$ cat src/rtl/store_write_buffer.sv
// Store write buffer for the MEM stage: queues SB/SH/SW and retires them to
// DataMemory in cycles where the port is free. Loads use the port directly
// unless they overlap a buffered store, in which case the pipeline stalls
// until the overlapping entries have drained.
module store_write_buffer #(
   parameter int unsigned DEPTH = 4
) (
   input  logic        CLK,
   input  logic        RST,
   input  logic        MemReadM,
   input  logic        MemWriteM,
   input  logic [2:0]  funct3M,
   input  logic [31:0] ALUResultM,
   input  logic [31:0] WriteDataM,
   input  logic        DrainReq,
   output logic        StallSB,
   output logic [31:0] ReadDataM,
   output logic        SBEmpty,
   output logic        DM_WE,
   output logic [2:0]  DM_funct3,
   output logic [31:0] DM_A,
   output logic [31:0] DM_WD,
   input  logic [31:0] DM_RD
);

   localparam int unsigned PW = $clog2(DEPTH);
   localparam int unsigned CW = $clog2(DEPTH + 1);

   logic [31:0]   addr_q [DEPTH];
   logic [31:0]   data_q [DEPTH];
   logic [1:0]    size_q [DEPTH];
   logic [PW-1:0] head;
   logic [PW-1:0] tail;
   logic [CW-1:0] count;

   logic          empty;
   logic          full;
   logic          overlap;
   logic          drain;
   logic          enq;
   logic [PW-1:0] idx;
   logic [31:0]   ld_lo;
   logic [31:0]   ld_hi;

   // Word index of the last byte touched by an access of the given size.
   function automatic logic [31:0] word_hi(input logic [31:0] a, input logic [1:0] sz);
      logic [31:0] last;
      case (sz)
         2'b00:   last = a;
         2'b01:   last = a + 32'd1;
         default: last = a + 32'd3;
      endcase
      return {2'b00, last[31:2]};
   endfunction

   assign empty     = (count == '0);
   assign full      = (count == CW'(DEPTH));
   assign SBEmpty   = empty;
   assign ReadDataM = DM_RD;
   assign ld_lo     = {2'b00, ALUResultM[31:2]};
   assign ld_hi     = word_hi(ALUResultM, funct3M[1:0]);

   // Does the MEM-stage load touch any word held by a live buffer entry?
   always_comb begin
      overlap = 1'b0;
      idx     = head;
      for (int unsigned i = 0; i < DEPTH; i++) begin
         idx = head + PW'(i);
         if ((i < 32'(count)) &&
             (ld_lo <= word_hi(addr_q[idx], size_q[idx])) &&
             ({2'b00, addr_q[idx][31:2]} <= ld_hi)) begin
            overlap = 1'b1;
         end
      end
   end

   // Port arbitration: decide stall, drain or enqueue and drive DataMemory.
   always_comb begin
      StallSB   = 1'b0;
      DM_WE     = 1'b0;
      DM_A      = '0;
      DM_WD     = '0;
      DM_funct3 = '0;
      drain     = 1'b0;
      enq       = 1'b0;
      if (!RST) begin
         if (DrainReq && !empty) begin
            StallSB = 1'b1;
            drain   = 1'b1;
         end else if (MemReadM) begin
            // a simultaneous store request is ignored: the load wins
            if (overlap) begin
               StallSB = 1'b1;
               drain   = 1'b1;
            end else begin
               DM_A      = ALUResultM;
               DM_funct3 = funct3M;
            end
         end else if (MemWriteM && (funct3M[1:0] != 2'b11)) begin
            if (full) begin
               StallSB = 1'b1;
               drain   = 1'b1;
            end else begin
               enq = 1'b1;
            end
         end else if (!empty) begin
            drain = 1'b1;
         end
         if (drain) begin
            DM_WE     = 1'b1;
            DM_A      = addr_q[head];
            DM_WD     = data_q[head];
            DM_funct3 = {1'b0, size_q[head]};
         end
      end
   end

   // Queue storage and pointer/count bookkeeping.
   always_ff @(posedge CLK or posedge RST) begin
      if (RST) begin
         head  <= '0;
         tail  <= '0;
         count <= '0;
         for (int unsigned i = 0; i < DEPTH; i++) begin
            addr_q[i] <= '0;
            data_q[i] <= '0;
            size_q[i] <= '0;
         end
      end else if (enq) begin
         addr_q[tail] <= ALUResultM;
         data_q[tail] <= WriteDataM;
         size_q[tail] <= funct3M[1:0];
         tail         <= tail + 1'b1;
         count        <= count + 1'b1;
      end else if (drain) begin
         head  <= head + 1'b1;
         count <= count - 1'b1;
      end
   end

endmodule

$ cat config.mk
export PLATFORM = sky130hd
export DESIGN_NAME = store_write_buffer
export DESIGN_NICKNAME = d
export VERILOG_FILES = /design/src/rtl/store_write_buffer.sv
export SDC_FILE = /design/constraint.sdc
export NUM_CORES = 1
export LEC_CHECK = 0
export ABC_AREA = 1
export CAP_MARGIN = 20
export CORE_MARGIN = 4
export CORE_UTILIZATION = 35
export DETAILED_ROUTE_END_ITERATION = 8
export SYNTH_ARGS = -nofsm -noshare
export SYNTH_HDL_FRONTEND = slang
export SYNTH_SLANG_ARGS = --single-unit
$ cat constraint.sdc
create_clock -name CLK -period 21.5 [get_ports CLK]
set_clock_uncertainty 0.1 [all_clocks]
set_input_delay 4.3 -clock CLK [delete_from_list [all_inputs] [get_ports CLK]]
set_output_delay 4.3 -clock CLK [all_outputs]
set_load 0.005 [all_outputs]
==> run summary <==
synthesized netlist net count -> 3932
Fin. Hold Viols -> 0
final core occ -> 0.399
Die X -> 273 um
syn avg cell area -> 6.87 um2
nets@finish -> 3962
CP top delay family -> simple AND/OR/NAND/NOR gates
Crit path largest cell delay -> 0.79 ns
core area -> 69100 um2
port bufs -> 141
Critical Path AT -> 11.35 ns
HPWL after DPL -> 66.1 mm
Synth Area in Simple Gates -> 0.269
Post-Synth Adder-Cell Area -> 0.129
Async SR Flop Fraction -> 1.00
Leak -> 13.3 nW
clock latency at the later pin of the worst-skew pair -> 0.57 ns
Initial Util -> 0.356
max-cap viol count -> 0
CP dominant cell by count -> nand2_1
CTS resizes -> 0
Syn. warnings -> 0
post-place instance area -> 26400 um2
largest family of logic cells by synthesized area -> simple AND/OR/NAND/NOR gates
clk buf depth -> 3
Post-CTS Hold Fix Bufs -> 0
post-CTS setup buffers -> 0
startpoint types -> primary input
worst path bufs/invs -> 4
clk slew on worst S/H paths -> 0.06 ns
CTS tree -> built
Antenna Nets Post-Route -> 0
post-route cell area -> 27500 um2
initial antenna violation count -> 5
Worst Setup SP -> funct3M[1]
reg-to-reg endpoint -> count[0]
layout cells sized above 1 -> 0.0571
crit-path max FO -> 33
Total Routed Length -> 87.9 mm
total gr overflow -> 0
Post-route DRC -> 0
die area -> 74500 um2
post-synthesis xor/xnor area fraction -> 0.0417
setup TNS -> 0 ns
Worst Min Path Start -> data_q[122]
DRT iter0 DRCs -> 2163
Post-synth EDFFs -> 0
crit end category -> output pin
Num Clock Sinks -> 271
post-synthesis register bit count -> 271
Fillers -> 7398
global-route wire length before repair -> 133 mm
total global-route track usage -> 0.232
Tcrit/Tclk final -> 0.733
Post-Syn Instances -> 3575
total CTS buffers -> 35
Final Slew Violations -> 0
Netlist cell types -> 51
VDD IR max -> 0.0859 mV
multiplexer share of the synthesized area -> 0.0153
hold path depth -> 2
FMAX -> 63.5 MHz
H-tree Lvls -> 2
Most used DFF post-synth -> dfrtp_1
vias post-DR -> 23500
CP max stage cell -> nand3_2
DR vias/cell -> 5.15
Compound-Gate Fraction of Synth Area -> 0.164
Hold WC Path Type -> reg -> reg
Die Y -> 273 um
routability cong. -> 1.05
WL/cell -> 19.3 um
r2r worst-path depth -> 36
root cell of the clock tree -> clkbuf_16
r2r setup slk -> 12.60 ns
status -> completed
Post-Syn Area -> 24600 um2
hold path endpoint -> data_q[122]
Slew HR -> 0.310
IO Count -> 206
register area share after synthesis -> 0.276
Worst Max-Slew Pin Slew -> 1.03 ns
synthesis-to-layout area growth -> 12.0%
largest net degree at the start of global routing -> 143
final period demand of the worst path -> 15.75 ns
vias in the first global route -> 22100
Rows -> 96
CP required -> 17.10 ns
reg2reg start -> head[0]
drt first pass iters -> 5
final setup vio count -> 0
Worst Path Class, Setup -> in -> out
Power Density -> 171 nW/um2
RSZ-0062 raised after global routing -> false
==> layout make-up <==
| type | instances | area, um2 | area share |
|---|---|---|---|
| sequential | 271 | 6790 | 0.247 |
| timing repair buffer | 166 | 1610 | 0.0585 |
| antenna | 3 | 7.51 | 0.000273 |
| clock inverter | 15 | 188 | 0.00682 |
| clock buffer | 44 | 951 | 0.0345 |
| inverter | 413 | 1560 | 0.0566 |
| multi-input combinational | 2718 | 15300 | 0.554 |
| tap | 931 | 1160 | 0.0423 |
==> logic make-up after synthesis <==
group / Yosys count
simple gates: 1592
buf+inv: 586
xor+xnor: 117
fa+ha+maj: 253
compound gates: 721
mux: 35
flops: 271
==> cells in the mapped netlist (10+ instances only) <==
library cell,count,area share
o21a_1,25,0.0076
a21o_1,10,0.0031
nor3_2,10,0.0041
or2_2,13,0.0033
ha_1,253,0.13
xnor2_1,17,0.0061
clkbuf_1,79,0.012
dfrtp_1,271,0.28
nor2_1,216,0.033
nand4_1,49,0.012
o21ai_1,41,0.0083
nor3_1,31,0.0063
buf_1,10,0.0015
buf_2,18,0.0037
buf_6,23,0.011
inv_1,400,0.061
nand2_1,1104,0.17
a221oi_1,32,0.011
mux2i_1,33,0.013
xor2_1,100,0.036
nand3_1,104,0.021
buf_4,40,0.012
o21ai_0,429,0.087
o21ai_2,42,0.015
inv_2,11,0.0017
a21oi_1,121,0.025
nor2_2,15,0.0038
nor4_1,12,0.0031
==> state kept, by name (all words and copies together) (netlist names) <==
signal	count
count	3
size_q	8
tail	2
data_q	128
head	2
addr_q	128
==> through the flow <==
stage | std cells | setup WS [ns] | hold WS (ns) | power, mW
after floorplan | 3575 | 3.91 | 0.353 | 3.07
after global placement | 4498 | 5.86 | 0.365 | 4.02
after detailed placement | 4499 | 5.75 | 0.373 | 4.07
after CTS | 4558 | 5.73 | 0.387 | 4.68
after global routing | 4558 | 5.21 | 0.397 | 5.16
final | 4561 | 5.75 | 0.381 | 4.70
==> tightest hold or removal path, cell delays in order (launching register included) <==
cell	delay, ns
dfrtp_1	0.34
nand2_1	0.05
o21ai_0	0.06
==> metal layers <==
layer  wire [um]  GRT usage  share of wire  vias up
met5          37          0        0.00042        -
met4        3030     0.0713          0.034        6
met3        7030     0.0458          0.080      171
met2       37900      0.365           0.43      749
met1       39900      0.321           0.45    10900
li1            -          -              -    11700
==> worst max-delay path by stage <==
stage	end	slack (ns)	depth (start not counted)
2_1_floorplan	DM_A[14]	3.91	5
3_3_place_gp	DM_A[9]	5.86	29
3_5_place_dp	DM_A[9]	5.75	29
4_1_cts	DM_A[9]	5.73	29
5_1_grt	DM_A[14]	5.21	34
6_report	DM_A[9]	5.75	29
==> report_power, final <==
group / total, mW / switching, mW / internal (mW)
clock network: 0.587 / 0.245 / 0.342
registers: 0.906 / 0.162 / 0.743
logic: 3.21 / 2.15 / 1.07
==> cells in the final DEF, fill, tap and decap left out, drive strengths merged, types with 2 or more instances in the layout <==
| cell type | n |
|---|---|
| nor2 | 233 |
| a221oi | 32 |
| a22oi | 2 |
| a21oi | 122 |
| mux2i | 35 |
| and2 | 5 |
| or2 | 15 |
| clkinvlp | 3 |
| diode | 3 |
| bufinv | 2 |
| a21o | 10 |
| nor3b | 2 |
| nor4 | 16 |
| inv | 413 |
| nor3 | 42 |
| xor2 | 100 |
| clkbuf | 44 |
| dfrtp | 271 |
| nand3 | 108 |
| clkdlybuf4s50 | 141 |
| o21a | 25 |
| nand4 | 51 |
| o21ai | 514 |
| o22ai | 7 |
| xnor2 | 17 |
| and3 | 5 |
| ha | 253 |
| o21bai | 7 |
| nand3b | 3 |
| nand2 | 1111 |
| buf | 25 |
| clkinv | 10 |
(Power assumes the default switching activity.)
